**src/rtl/mem_arb_pkg.sv**
```systemverilog
// Shared types and constants for the I/D cache to main-memory line arbiter.
// Optional build macro MEM_ARB_RR_EN selects round-robin arbitration
// (used by mem_arb_pick); without it D-cache has fixed priority over I-cache.
package mem_arb_pkg;

    localparam int ARB_ADDR_WIDTH   = 32;
    localparam int ARB_LINE_WIDTH   = 128;
    localparam int LINE_OFFSET_BITS = 4;

    localparam logic GRANT_I = 1'b0;
    localparam logic GRANT_D = 1'b1;

    typedef enum logic [1:0] {
        IDLE,
        MEM,
        RESP
    } arb_state_e;

    typedef struct packed {
        logic                      wen;
        logic [ARB_ADDR_WIDTH-1:0] addr;
        logic [ARB_LINE_WIDTH-1:0] wdata;
    } line_req_t;

    // Memory only ever sees whole lines, so the byte offset within the line is dropped.
    function automatic logic [ARB_ADDR_WIDTH-1:0] line_align(input logic [ARB_ADDR_WIDTH-1:0] addr);
        return {addr[ARB_ADDR_WIDTH-1:LINE_OFFSET_BITS], {LINE_OFFSET_BITS{1'b0}}};
    endfunction

endpackage

```
**src/rtl/mem_arb_pick.sv**
```systemverilog
// Combinational winner select between the I-cache and D-cache requests.
// MEM_ARB_RR_EN defined: round-robin on a tie (the requester that did not win
// last time goes first). Undefined: fixed priority, D always beats I.
// In both modes a lone requester wins immediately.
module mem_arb_pick
    import mem_arb_pkg::*;
(
    input  logic i_req,
    input  logic d_req,
    input  logic last_grant,
    output logic grant,
    output logic any
);

`ifdef MEM_ARB_RR_EN
    // Round-robin: on a tie hand the port to whoever was not served last.
    always_comb begin
        any   = i_req | d_req;
        grant = GRANT_I;
        if (i_req && d_req) begin
            grant = ~last_grant;
        end else if (d_req) begin
            grant = GRANT_D;
        end
    end
`else
    // Fixed priority: the last grantee plays no part, so it is parked on an unused net.
    logic unused_last_grant;
    assign unused_last_grant = last_grant;

    // Fixed priority: any D request wins; I only gets the port when D is quiet.
    always_comb begin
        any   = i_req | d_req;
        grant = GRANT_I;
        if (d_req) begin
            grant = GRANT_D;
        end
    end
`endif

endmodule

```
**src/rtl/mem_arbiter.sv**
```systemverilog
// Shares the single main-memory line port between the I-cache and D-cache.
// One whole-line transaction at a time: IDLE (arbitrate and register the
// winner's request) -> MEM (hold the request until memory completes) ->
// RESP (one-cycle ready pulse to the winner with the returned line).
// Build macro MEM_ARB_RR_EN (see mem_arb_pick) switches tie-breaking from
// fixed D-over-I priority to round-robin.
module mem_arbiter
    import mem_arb_pkg::*;
#(
    parameter int ADDR_WIDTH = ARB_ADDR_WIDTH,
    parameter int LINE_WIDTH = ARB_LINE_WIDTH
) (
    input  logic                  clk,
    input  logic                  rst,

    input  logic                  i_req_i,
    input  logic                  i_wen_i,
    input  logic [ADDR_WIDTH-1:0] i_addr_i,
    input  logic [LINE_WIDTH-1:0] i_wdata_i,
    output logic                  i_ready_o,

    input  logic                  d_req_i,
    input  logic                  d_wen_i,
    input  logic [ADDR_WIDTH-1:0] d_addr_i,
    input  logic [LINE_WIDTH-1:0] d_wdata_i,
    output logic                  d_ready_o,

    output logic [LINE_WIDTH-1:0] rdata_o,

    output logic                  mem_valid_o,
    output logic                  mem_wen_o,
    output logic [ADDR_WIDTH-1:0] mem_addr_o,
    output logic [LINE_WIDTH-1:0] mem_wdata_o,
    input  logic                  mem_ready_i,
    input  logic [LINE_WIDTH-1:0] mem_rdata_i,

    output logic                  grant_o
);

    arb_state_e state;
    line_req_t  sel_line;
    logic       pick_grant;
    logic       pick_any;

    // grant_o doubles as the round-robin pointer: it always names the last grantee,
    // and resets to I so that D is favoured on the first tie.
    mem_arb_pick u_pick (
        .i_req      (i_req_i),
        .d_req      (d_req_i),
        .last_grant (grant_o),
        .grant      (pick_grant),
        .any        (pick_any)
    );

    // Steer the winning requester's fields so IDLE can register them in one go.
    always_comb begin
        sel_line.wen   = i_wen_i;
        sel_line.addr  = i_addr_i;
        sel_line.wdata = i_wdata_i;
        if (pick_grant == GRANT_D) begin
            sel_line.wen   = d_wen_i;
            sel_line.addr  = d_addr_i;
            sel_line.wdata = d_wdata_i;
        end
    end

    // Transaction FSM with registered outputs. Requests are only looked at in IDLE,
    // so the winner's inputs may wander during MEM/RESP without effect, and
    // mem_ready_i outside MEM is ignored. Reset abandons any in-flight operation
    // without issuing a ready pulse.
    always_ff @(posedge clk) begin
        if (rst) begin
            state       <= IDLE;
            mem_valid_o <= 1'b0;
            mem_wen_o   <= 1'b0;
            mem_addr_o  <= '0;
            mem_wdata_o <= '0;
            grant_o     <= GRANT_I;
            rdata_o     <= '0;
            i_ready_o   <= 1'b0;
            d_ready_o   <= 1'b0;
        end else begin
            unique case (state)
                IDLE: begin
                    if (pick_any) begin
                        mem_valid_o <= 1'b1;
                        mem_wen_o   <= sel_line.wen;
                        mem_addr_o  <= line_align(sel_line.addr);
                        mem_wdata_o <= sel_line.wdata;
                        grant_o     <= pick_grant;
                        state       <= MEM;
                    end
                end
                MEM: begin
                    if (mem_ready_i) begin
                        rdata_o     <= mem_rdata_i;
                        mem_valid_o <= 1'b0;
                        i_ready_o   <= (grant_o == GRANT_I);
                        d_ready_o   <= (grant_o == GRANT_D);
                        state       <= RESP;
                    end
                end
                RESP: begin
                    i_ready_o <= 1'b0;
                    d_ready_o <= 1'b0;
                    state     <= IDLE;
                end
                default: begin
                    state <= IDLE;
                end
            endcase
        end
    end

endmodule
```
**config.mk**
```make
export PLATFORM = sky130hd
export DESIGN_NAME = mem_arbiter
export DESIGN_NICKNAME = d
export VERILOG_FILES = /design/src/rtl/mem_arb_pkg.sv /design/src/rtl/mem_arb_pick.sv /design/src/rtl/mem_arbiter.sv
export SDC_FILE = /design/constraint.sdc
export NUM_CORES = 1
export LEC_CHECK = 0
export BUFFER_PORTS_ARGS = -buffer_cell sky130_fd_sc_hd__buf_4
export CAP_MARGIN = 25
export CORE_AREA = 3 3 287 289
export DETAILED_ROUTE_END_ITERATION = 10
export DIE_AREA = 0 0 290 292
export SETUP_SLACK_MARGIN = 0.15
export SLEW_MARGIN = 5
export SYNTH_ARGS = -nofsm -noshare
export SYNTH_HDL_FRONTEND = slang
export SYNTH_SLANG_ARGS = --single-unit
```
**constraint.sdc**
```tcl
create_clock -name clk -period 2.15 [get_ports clk]
set_input_delay 0.215 -clock clk [delete_from_list [all_inputs] [get_ports clk]]
set_output_delay 0.215 -clock clk [all_outputs]
set_load 0.005 [all_outputs]
```
==> summary.txt <==
Yosys
  • Yosys reg bits: 291
  • Top-count cell post-synth: dfxtp_1
  • Ys flop type: dfxtp_1
  • Synthesized area: 12400 sq um
  • Most area-hungry cell type in the Yosys netlist: dfxtp_1
  • Synth async-reset ratio: 0%
  • Synth Warn #: 0
  • Post-synthesis cell type count: 23
  • Syn Inst Count: 1306
  • Area fraction of the dominant cell type after synthesis: about 47%
  • Syn Area/Cell: 9.496 sq um
  • Post-synth EDFFs: 0
  • Sequential fraction of the synthesis area: 46.97%
  • Top cells by count, synth: 291 x dfxtp_1, 289 x a21oi_1, 261 x nand2_1, 157 x mux2i_1, 130 x a211oi_2
  • Ranking of synthesized cells by area: dfxtp_1 47%, a211oi_2 13%, mux2i_1 13%, a21oi_1 12%, nand2_1 7.9%

Finish
  • Synth-to-Final Area Change: 76.80%
  • Layout cells sized above 1: between 40% and 50%
  • Multi-input logic area: 5952 sq um
  • # nets final: 2598
  • # fillers: 8544
  • Storage cell area: 5826 sq um
  • Final Core Density: 27.35%

Worst setup path
  • Critical Path Start: state[1]
  • Worst path required time: 2590 ps
  • CP Buf/Inv Count: 2
  • Crit path DAT: 2300 ps
  • Reg2reg start: state[1]
  • Worst setup path endpoint: grant_o
  • CP cell instances: nor2_4, buf_12, a21bo_2, a21oi_1, dlygate4sd3_1
  • Setup Crit Path Kind: register to register
  • Worst path slowest cell: dlygate4sd3_1
  • FF-to-FF setup slack: 290 ps
  • Slowest stage delay, CP: 590 ps
  • Crit start category: register
  • Critical Path Fanout Max: 58
  • Worst path top cell family by delay: buffers and inverters
  • R2R Path End: grant_o
  • Levels on crit path: 5
  • CP endpoint kind: register
  • R2r worst-path depth: 5

Placed design
  • Post-DP HPWL: a little under 50 mm
  • Routability cong.: 0.8133
  • Port bufs: 735

STA
  • Tcrit/Tclk final: between 80% and 90%
  • Max_slew headroom: between 50% and 60%
  • Worst-margin pin slew: roughly 680 ps
  • Final hold vios: 0
  • Post-layout min period: 1861 ps
  • RSZ-0062 raised after global routing: no
  • Final Setup Violations: 0
  • Clock skew: 19.68 ps
  • Aggregate negative setup slack: 0 ps
  • Slew Limit Fails: 0
  • WHS: 43.97 ps
  • Max Clock Freq: 0.5373 GHz

Floorplan
  • DIE AREA: 84680 sq um
  • Initial Util: 15.47%
  • DIE HEIGHT: 292 microns
  • I/O Pins: between 700 and 800
  • Die width: approximately 290 microns
  • Core Area: 80160 sq um
  • Row cnt: 104

Drt
  • DRT Pass-1 Iters: 4
  • Detailed-route wire length: 64.01 mm
  • WL/cell: roughly 20 microns
  • Met3 wire len: 4.294 mm
  • DR vias/cell: around 4
  • Initial drt markers: 636
  • Vias: 13040
  • DR DRC count: 0
  • Met2 WL: around 34 mm
  • Top Layer Used: met4
  • Wl on met1: 24.23 mm
  • Antenna Nets Post-Route: 0

Global route
  • Gr usage total: 14.28%
  • Initial antenna violation count: 8
  • First-pass GRT wire length: ~92 mm
  • Largest net degree at the start of global routing: 87
  • GRT overflow: 0
  • Vias in the first global route: around 14000

Clocking
  • CTS tree: yes
  • Clock sink total: 291
  • H-tree levels: 2
  • CTS max path bufs: 3
  • CTS Buf Count: 38
  • Worst skew pair latency: about 550 ps
  • Root buf cell: clkbuf_16
  • # resized after CTS: 0
  • Worst-path clk slew: 60 ps

Pwr
  • Peak supply drop: roughly 550 uV
  • Power Dens Cells: around 730 nW/um^2
  • Leak pwr: 9.493 nW
  • Tot Pwr: between 15 and 20 mW

Flow run
  • Max cap viols: 0

Hold path
  • HP Class: input pin to register

Status
  • Status: complete, no violations
worst min-delay path: stages:
cell and delay [ps]:
buf_4 80, mux2i_1 60, a211oi_2 200
repair_timing:
action                                  4_1_cts  5_1_grt
setup buffers                                 0        0
endpoints found under the setup margin        0        0
hold endpoints to repair                    143        0
hold buffers                                144        0
cells in the final DEF (no fill, tap or decap), types with 2 or more instances in the layout:
cell	count
a211oi_1	27
a211oi_2	130
a21oi_1	289
a31oi_1	2
buf_12	20
buf_4	763
buf_8	2
clkbuf_1	9
clkbuf_16	38
clkbuf_8	6
clkinv_2	8
clkinvlp_4	3
conb_1	4
dfxtp_1	291
diode_2	7
dlygate4sd3_1	144
inv_6	2
mux2i_1	157
nand2_1	261
nand3_1	3
nand3b_1	2
through the flow:
step,instances,worst slack (ps),instance area (sq um)
floorplan,1309,661.6,12410
finish,3239,288.8,21930
CTS,3232,223.0,21910
detailed placement,3019,442.6,19260
global route,3238,159.6,21920
global placement,3019,460.6,19260
cell families (layout without fill, tap and decap cells):
| logic type | count (synthesis) | count (layout) | synth area share, % |
|---|---|---|---|
| AOI/OAI and AO/OA | 449 | 449 | 26.59 |
| buffers and inverters | 135 | 998 | 5.236 |
| DFF | 291 | 291 | 46.97 |
| muxes | 157 | 157 | 12.67 |
| other | 1 | 11 | 0.03024 |
| and+or+nand+nor | 273 | 273 | 8.495 |
worst min path at each step:
stage / depth (start not counted) / startpoint / slack, ps / end
final: 3 / i_wdata_i[54] / 40 / mem_wdata_o[54]
after CTS: 3 / i_wdata_i[80] / 0.7 / mem_wdata_o[80]
after detailed placement: 2 / rdata_o[81] / 450 / rdata_o[81]
after global placement: 2 / rdata_o[97] / 440 / rdata_o[97]
after global routing: 3 / i_wdata_i[11] / 20 / mem_wdata_o[11]
after floorplan: 2 / mem_rdata_i[0] / 350 / rdata_o[0]
per-layer routing:
metal / track usage [%] / up-vias
met5: 0 / -
met4: 3.553 / 0
met3: 3.887 / 65
met2: 27.35 / 531
met1: 15.39 / 6122
li1: - / 6323
flip-flops by register name, indices dropped and copies added (netlist names):
register and count:
mem_wdata_o 128, grant_o 1, i_ready_o 1, mem_valid_o 1, rdata_o 128, state 2
mem_addr_o 28, mem_wen_o 1, d_ready_o 1
final cells by class:
type                    count  share of cell area [%]
diodes                      7                 0.07989
clock buffers              53                   4.868
clock inverters            16                  0.6277
multi-input cells         883                   27.15
flip-flops and latches    291                   26.57
well taps                1060                   6.049
repair buffers            929                   34.66
power by group:
part / leakage, nW / switching [mW] / internal (mW)
logic: 6.51 / 1.79 / 1.94
clock network: 0.590 / 2.61 / 3.61
registers: 2.40 / 0.265 / 5.86
total: 9.49 / 4.66 / 11.4
Note: power is estimated with default switching activity, not from simulation.
